===== src/rtl/calc_pkg.sv =====
// Shared types and constants for the calculator front-end controller.
// CALC_CARRY_EN switches nibble increment from isolated wrap to a full 64-bit add.
package calc_pkg;

    typedef enum logic [2:0] {
        StIdle,
        StIssue,
        StWait,
        StShow,
        StErr
    } state_e;

    localparam logic [1:0] OP_ADD = 2'b00;
    localparam logic [1:0] OP_SUB = 2'b01;
    localparam logic [1:0] OP_MUL = 2'b10;
    localparam logic [1:0] OP_DIV = 2'b11;

    localparam logic [1:0] MODE_A   = 2'b00;
    localparam logic [1:0] MODE_B   = 2'b01;
    localparam logic [1:0] MODE_RES = 2'b10;

    localparam logic [63:0] A_RST      = 64'hFEDC_BA98_7654_3210;
    localparam logic [63:0] B_RST      = 64'h0123_4567_89AB_CDEF;
    localparam logic [3:0]  CURSOR_RST = 4'h1;

    function automatic logic [63:0] nibble_inc(input logic [63:0] val, input logic [3:0] idx);
`ifdef CALC_CARRY_EN
        return val + (64'h1 << {idx, 2'b00});
`else
        logic [63:0] r;
        r = val;
        r[{idx, 2'b00} +: 4] = val[{idx, 2'b00} +: 4] + 4'd1;
        return r;
`endif
    endfunction

endpackage


===== src/rtl/btn_debounce.sv =====
// Button debouncer: 2-FF synchronizer, stability counter, registered press pulse
// on each accepted 0->1 transition of the stable level.
module btn_debounce #(
    parameter int unsigned DB_LIMIT = 1000000,
    parameter int unsigned DB_CNT_W = 20
) (
    input  logic clk,
    input  logic rst_n,
    input  logic raw,
    output logic level,
    output logic press
);

    localparam logic [DB_CNT_W-1:0] CNT_LAST = DB_CNT_W'(DB_LIMIT - 1);

    logic                sync_q1;
    logic                sync_q2;
    logic [DB_CNT_W-1:0] cnt_q;

    always_ff @(posedge clk or negedge rst_n) begin
        if (!rst_n) begin
            sync_q1 <= 1'b0;
            sync_q2 <= 1'b0;
            cnt_q   <= '0;
            level   <= 1'b0;
            press   <= 1'b0;
        end else begin
            sync_q1 <= raw;
            sync_q2 <= sync_q1;
            press   <= 1'b0;
            if (sync_q2 == level) begin
                cnt_q <= '0;
            end else if (cnt_q == CNT_LAST) begin
                // DB_LIMIT consecutive differing samples: accept the new level.
                level <= sync_q2;
                press <= sync_q2;
                cnt_q <= '0;
            end else begin
                cnt_q <= cnt_q + 1'b1;
            end
        end
    end

endmodule


===== src/rtl/calc_seq_ctrl.sv =====
// Calculator front-end: debounced operand editing, float-unit req/ack/done sequencing
// and display selection. Define CALC_CARRY_EN for carrying nibble increments.
module calc_seq_ctrl
    import calc_pkg::*;
#(
    parameter int unsigned DB_LIMIT    = 1000000,
    parameter int unsigned DB_CNT_W    = 20,
    parameter int unsigned ALU_TIMEOUT = 255
) (
    input  logic        clk,
    input  logic        rst_n,
    input  logic        btn_left,
    input  logic        btn_right,
    input  logic        btn_inc,
    input  logic        btn_go,
    input  logic [1:0]  mode,
    input  logic [1:0]  op_sel,
    input  logic        alu_ack,
    input  logic        alu_done,
    input  logic [63:0] alu_result,
    output logic [63:0] a_op,
    output logic [63:0] b_op,
    output logic        alu_req,
    output logic [1:0]  alu_op,
    output logic [63:0] result,
    output logic [63:0] disp_data,
    output logic [1:0]  disp_page,
    output logic [3:0]  blink,
    output logic        busy,
    output logic        err
);

    localparam int unsigned TO_W = $clog2(ALU_TIMEOUT + 1);
    localparam logic [TO_W-1:0] TO_LAST = TO_W'(ALU_TIMEOUT);

    logic [3:0] btn_raw;
    logic [3:0] btn_level;
    logic [3:0] btn_press;
    logic       unused_levels;

    assign btn_raw       = {btn_go, btn_inc, btn_right, btn_left};
    assign unused_levels = ^btn_level;

    for (genvar i = 0; i < 4; i++) begin : g_db
        btn_debounce #(
            .DB_LIMIT(DB_LIMIT),
            .DB_CNT_W(DB_CNT_W)
        ) u_db (
            .clk  (clk),
            .rst_n(rst_n),
            .raw  (btn_raw[i]),
            .level(btn_level[i]),
            .press(btn_press[i])
        );
    end

    logic left_p, right_p, inc_p, go_p;
    assign left_p  = btn_press[0];
    assign right_p = btn_press[1];
    assign inc_p   = btn_press[2];
    assign go_p    = btn_press[3];

    state_e          state_q;
    logic [3:0]      cursor_q;
    logic [TO_W-1:0] wait_cnt_q;
    logic            edit_en;

    // A go pulse takes priority over any edit arriving in the same cycle.
    assign edit_en = (state_q == StIdle || state_q == StShow || state_q == StErr) && !go_p;

    always_ff @(posedge clk or negedge rst_n) begin
        if (!rst_n) begin
            a_op     <= A_RST;
            b_op     <= B_RST;
            cursor_q <= CURSOR_RST;
        end else if (edit_en) begin
            if (inc_p && mode == MODE_A) begin
                a_op <= nibble_inc(a_op, cursor_q);
            end
            if (inc_p && mode == MODE_B) begin
                b_op <= nibble_inc(b_op, cursor_q);
            end
            if (left_p && !right_p) begin
                cursor_q <= cursor_q - 4'd1;
            end else if (right_p && !left_p) begin
                cursor_q <= cursor_q + 4'd1;
            end
        end
    end

    always_ff @(posedge clk or negedge rst_n) begin
        if (!rst_n) begin
            state_q    <= StIdle;
            alu_req    <= 1'b0;
            alu_op     <= OP_ADD;
            result     <= '0;
            err        <= 1'b0;
            busy       <= 1'b0;
            wait_cnt_q <= '0;
        end else begin
            case (state_q)
                StIdle, StShow, StErr: begin
                    if (go_p) begin
                        alu_op  <= op_sel;
                        err     <= 1'b0;
                        alu_req <= 1'b1;
                        busy    <= 1'b1;
                        state_q <= StIssue;
                    end
                end
                StIssue: begin
                    if (alu_ack) begin
                        alu_req    <= 1'b0;
                        wait_cnt_q <= '0;
                        state_q    <= StWait;
                    end
                end
                StWait: begin
                    // Done is checked first so it wins over a coincident timeout.
                    if (alu_done) begin
                        result  <= alu_result;
                        busy    <= 1'b0;
                        state_q <= StShow;
                    end else if (wait_cnt_q == TO_LAST) begin
                        err     <= 1'b1;
                        busy    <= 1'b0;
                        state_q <= StErr;
                    end else begin
                        wait_cnt_q <= wait_cnt_q + 1'b1;
                    end
                end
                default: begin
                    alu_req <= 1'b0;
                    busy    <= 1'b0;
                    state_q <= StIdle;
                end
            endcase
        end
    end

    always_comb begin
        disp_data = result;
        if (mode == MODE_A) begin
            disp_data = a_op;
        end else if (mode == MODE_B) begin
            disp_data = b_op;
        end
    end

    assign disp_page = cursor_q[3:2];
    assign blink     = (!mode[1] && !busy) ? (4'b0001 << cursor_q[1:0]) : 4'b0000;

endmodule


===== config.mk =====
export PLATFORM = sky130hd
export DESIGN_NAME = calc_seq_ctrl
export DESIGN_NICKNAME = d
export VERILOG_FILES = /design/src/rtl/calc_pkg.sv /design/src/rtl/btn_debounce.sv /design/src/rtl/calc_seq_ctrl.sv
export SDC_FILE = /design/constraint.sdc
export NUM_CORES = 1
export LEC_CHECK = 0
export BUFFER_PORTS_ARGS = -buffer_cell sky130_fd_sc_hd__buf_2
export CORE_ASPECT_RATIO = 1.75
export CORE_MARGIN = 2
export CORE_UTILIZATION = 50
export DETAILED_ROUTE_END_ITERATION = 16
export PLACE_DENSITY = 0.77
export SLEW_MARGIN = 20
export SYNTH_ARGS = -nofsm -noshare
export SYNTH_HDL_FRONTEND = slang
export SYNTH_SLANG_ARGS = --single-unit

===== constraint.sdc =====
create_clock -name clk -period 2.98 [get_ports clk]
set_input_delay 0.596 -clock clk [delete_from_list [all_inputs] [get_ports clk]]
set_output_delay 0.596 -clock clk [all_outputs]
set_load 0.005 [all_outputs]

==> key figures <==
GRT
  – Met3 Use GR: 4.11%
  – First-pass GRT wire length: 76300 um
  – Global Route Usage Sum: 31.1%
  – Maximum number of pins on one net before global-route repair: 72
  – Overflow after GRT: 0
  – Gr busiest metal: met2
  – Met1 usage: 34.4%
  – Vias in the first global route: 13100
  – Antenna violations before repair: 0
  – Met2 usage: 55.1%

Floorplanning
  – Row cnt: 85
  – Core box area: 30600 um2
  – Die ar.: 32400 um2
  – # IOs: 343
  – Die X: 137 um
  – Initial Util: 50.6%
  – Die H: 237 um

Clock tree
  – Clock H-tree levels: 1
  – Clock buffer depth: 3
  – CTS tree: done
  – Root Buffer: clkbuf_16
  – CTS Buf Count: 29
  – CTS clk-pin slew, worst paths: 0.07 ns
  – Postcts setup bufs: 0
  – # clock sinks: 308
  – Worst skew pair latency: 0.56 ns

Synth
  – Unique cell type count in the Yosys netlist: 65
  – Most used DFF post-synth: dfrtp_1
  – Number of enable flip-flop cells after synthesis: 0
  – #FFs+latches synth: 308
  – Synth area leader: dfrtp_1
  – YS warnings: 0
  – Syn Area/Cell: 10.5 um2
  – Yosys top cell area share: 39.3%
  – Post-synthesis cell area: 15500 um2
  – Mapped Nets: 1562
  – Seq/Total Area, Yosys: 50.3%
  – Cell count after synthesis: 1469
  – Ys async rst share: 100%
  – Synth area leaders: dfrtp_1, dfstp_2, mux2_2

Detailed routing
  – DR pass1 iterations: 5
  – DRC Markers: 0
  – Final wirelength: 50500 um
  – Routed via count: 13200
  – WL/cell: 22.4 um
  – Routed Antenna Nets: 0
  – Iteration-0 DRC Markers: 958
  – Drt via density: 5.84

Worst setup path
  – Worst EP arrival: 3.33 ns
  – Crit start category: flip-flop
  – Worst reg2reg path startpoint: cursor_q[0]$_DFFE_PN1P_
  – Critical R2R Capture: b_op[63]$_DFFE_PN0P_
  – FF-to-FF setup slack: 0.1 ns
  – Crit Path Class: flip-flop to flip-flop
  – CP Depth: 7
  – Critical path's top delay family: multiplexers
  – CP endpoint kind: flip-flop
  – Slowest stage cell, crit path: dfstp_2
  – Worst-path cell chain: buf_12, buf_4, mux4_2, mux4_2, xor2_4, buf_12, o41ai_2
  – WP buf/inv: 3
  – Cell depth of the worst flop-to-flop path: 7
  – Req. time, crit path: 3.43 ns
  – Crit path max fanout: 20
  – Slowest stage delay, CP: 0.59 ns

Timing
  – Slew headroom: 52.3%
  – Fin Hold WS: 0.138 ns
  – Fmax: 347 MHz
  – Max-slew violations: 0
  – Final period util: 96.8%
  – Setup_tns: 0 ns
  – Endpoints failing hold: 0
  – Slew @ Worst Pin: 0.716 ns
  – Clock Skews: 0.0158 ns
  – RSZ-0062 raised after global routing: no
  – Min Tclk post-route: 2.88 ns
  – Final count of negative-setup-slack endpoints: 0

Final layout
  – Final Instance Area: 19100 um2
  – Fill cells: 2525
  – Final antenna diode count: 0
  – Fraction of layout cells with a size suffix above 1: 35.9%
  – Most common cell after layout, fill and taps aside: buf_2
  – Post-Layout Cell Count: 2255
  – Multi-input logic area: 7310 um2
  – Register area: 7790 um2
  – Nets: 1935
  – Synthesis-to-finish area growth: 23.4%
  – Most frequent cells in the layout: buf_2, nand2_1, dfrtp_1

Power and ir drop
  – Peak supply drop: 0.000511 V
  – Leakage Power: 0.00911 uW
  – Power Total: 8650 uW
  – PwrDens: 453 nW/um2

Hold path
  – Hold Path End: g_db[2].u_db.sync_q1$_DFF_PN0_
  – Worst min-delay path category: primary input to flip-flop
  – Hold depth: 1
  – Hold Path Origin: btn_inc

Flow run
  – Max Cap Violations: 0

Placement
  – GPL Wtd Cong: 1.03
  – Dpl cell area: 18000 um2
  – Detailed placement HPWL: 38500 um
  – Placed instance count: 2201
  – IO buf count: 342

Outcome
  – Status: complete, no violations
-- final cells by class --
| cell class | instances | share of cell area, % |
|---|---|---|
| sequential | 308 | 40.8 |
| multi-input combinational | 1074 | 38.3 |
| timing repair buffer | 412 | 12.5 |
| clock buffer | 35 | 4.13 |
| tap | 391 | 2.56 |
| clock inverter | 18 | 1.46 |
| inverter | 17 | 0.334 |
-- synthesized netlist by cell type, drive strengths merged (3+ instances only) --
library cell and n:
nand2 248, dfrtp 243, o21ai 158, nor2 123, mux2 89, nand3 75, mux2i 71, dfstp 65
xor2 51, xnor2 40, clkbuf 39, mux4 32, buf 31, nand4 27, and3 17, inv 17
ha 16, o31ai 14, a21oi 13, nand2b 13, nor3 12, and2 11, and4 6, nor4 6
a22oi 5, nor2b 5, nor3b 5, or3 4, nand3b 3, nor4b 3, o22ai 3, or2 3
or4 3
-- routing by layer --
layer	share of wire (%)	up-vias
met3	6.6	182
met5	0	-
met4	7.0	0
met2	53	625
li1	-	5894
met1	34	6463
-- what timing repair did --
item | 4_1_cts | 5_1_grt
gates resized for setup | 0 | 4
endpoints found under the setup margin | 0 | 8
hold buffers | 1 | 0
hold endpoints to repair | 9 | 0
-- worst max path at each step --
| stage | startpoint | endpoint | slack, ns |
|---|---|---|---|
| 2_1_floorplan | cursor_q[0]$_DFFE_PN1P_ | b_op[53]$_DFFE_PN1P_ | 0.16 |
| 3_3_place_gp | cursor_q[0]$_DFFE_PN1P_ | b_op[53]$_DFFE_PN1P_ | 0.12 |
| 6_report | cursor_q[0]$_DFFE_PN1P_ | b_op[63]$_DFFE_PN0P_ | 0.1 |
| 5_1_grt | cursor_q[0]$_DFFE_PN1P_ | b_op[63]$_DFFE_PN0P_ | 0.02 |
| 3_5_place_dp | cursor_q[0]$_DFFE_PN1P_ | a_op[21]$_DFFE_PN0P_ | 0.09 |
| 4_1_cts | cursor_q[0]$_DFFE_PN1P_ | a_op[21]$_DFFE_PN0P_ | 0.08 |
-- worst reg2reg max path: cells and delay by family (launching register included) --
family / cells / cell delay, ns
muxes: 2 / 1.08
DFF: 1 / 0.59
buffers and inverters: 3 / 0.56
AOI/OAI and AO/OA: 1 / 0.36
xor gates and xnor gates: 1 / 0.19
-- power breakdown --
part | switching [uW] | leakage, uW | internal [uW]
logic | 182 | 0.00455 | 92.8
registers | 16.6 | 0.00403 | 4210
clock network | 1660 | 0.000528 | 2490
-- sequential cells by signal, indices dropped and copies added, names as in the netlist, 2 cells and up --
| signal | cells |
|---|---|
| g_db.u_db.level | 4 |
| state_q | 3 |
| g_db.u_db.cnt_q | 80 |
| wait_cnt_q | 8 |
| result | 64 |
| alu_op | 2 |
| g_db.u_db.sync_q2 | 4 |
| g_db.u_db.press | 4 |
| a_op | 64 |
| cursor_q | 4 |
| b_op | 64 |
| g_db.u_db.sync_q1 | 4 |
-- cell families (layout without fill, tap and decap cells) --
| kind of cell | count (synthesis) | count (layout) | share of synthesized area [%] |
|---|---|---|---|
| muxes | 192 | 192 | 15.8 |
| AOI/OAI and AO/OA | 207 | 207 | 7.87 |
| xor gates and xnor gates | 91 | 91 | 5.37 |
| adders and majority gates | 17 | 17 | 1.42 |
| and+or+nand+nor | 567 | 567 | 16.7 |
| buffers and inverters | 87 | 482 | 2.63 |
| DFF | 308 | 308 | 50.3 |
-- per-stage QoR --
stage          util (%)  setup WS, ns
2_1_floorplan         -         0.164
3_3_place_gp       58.8         0.120
3_5_place_dp       58.8        0.0928
4_1_cts            62.3        0.0760
5_1_grt            62.4        0.0206
6_report           62.4        0.0957
(Power assumes the default switching activity.)
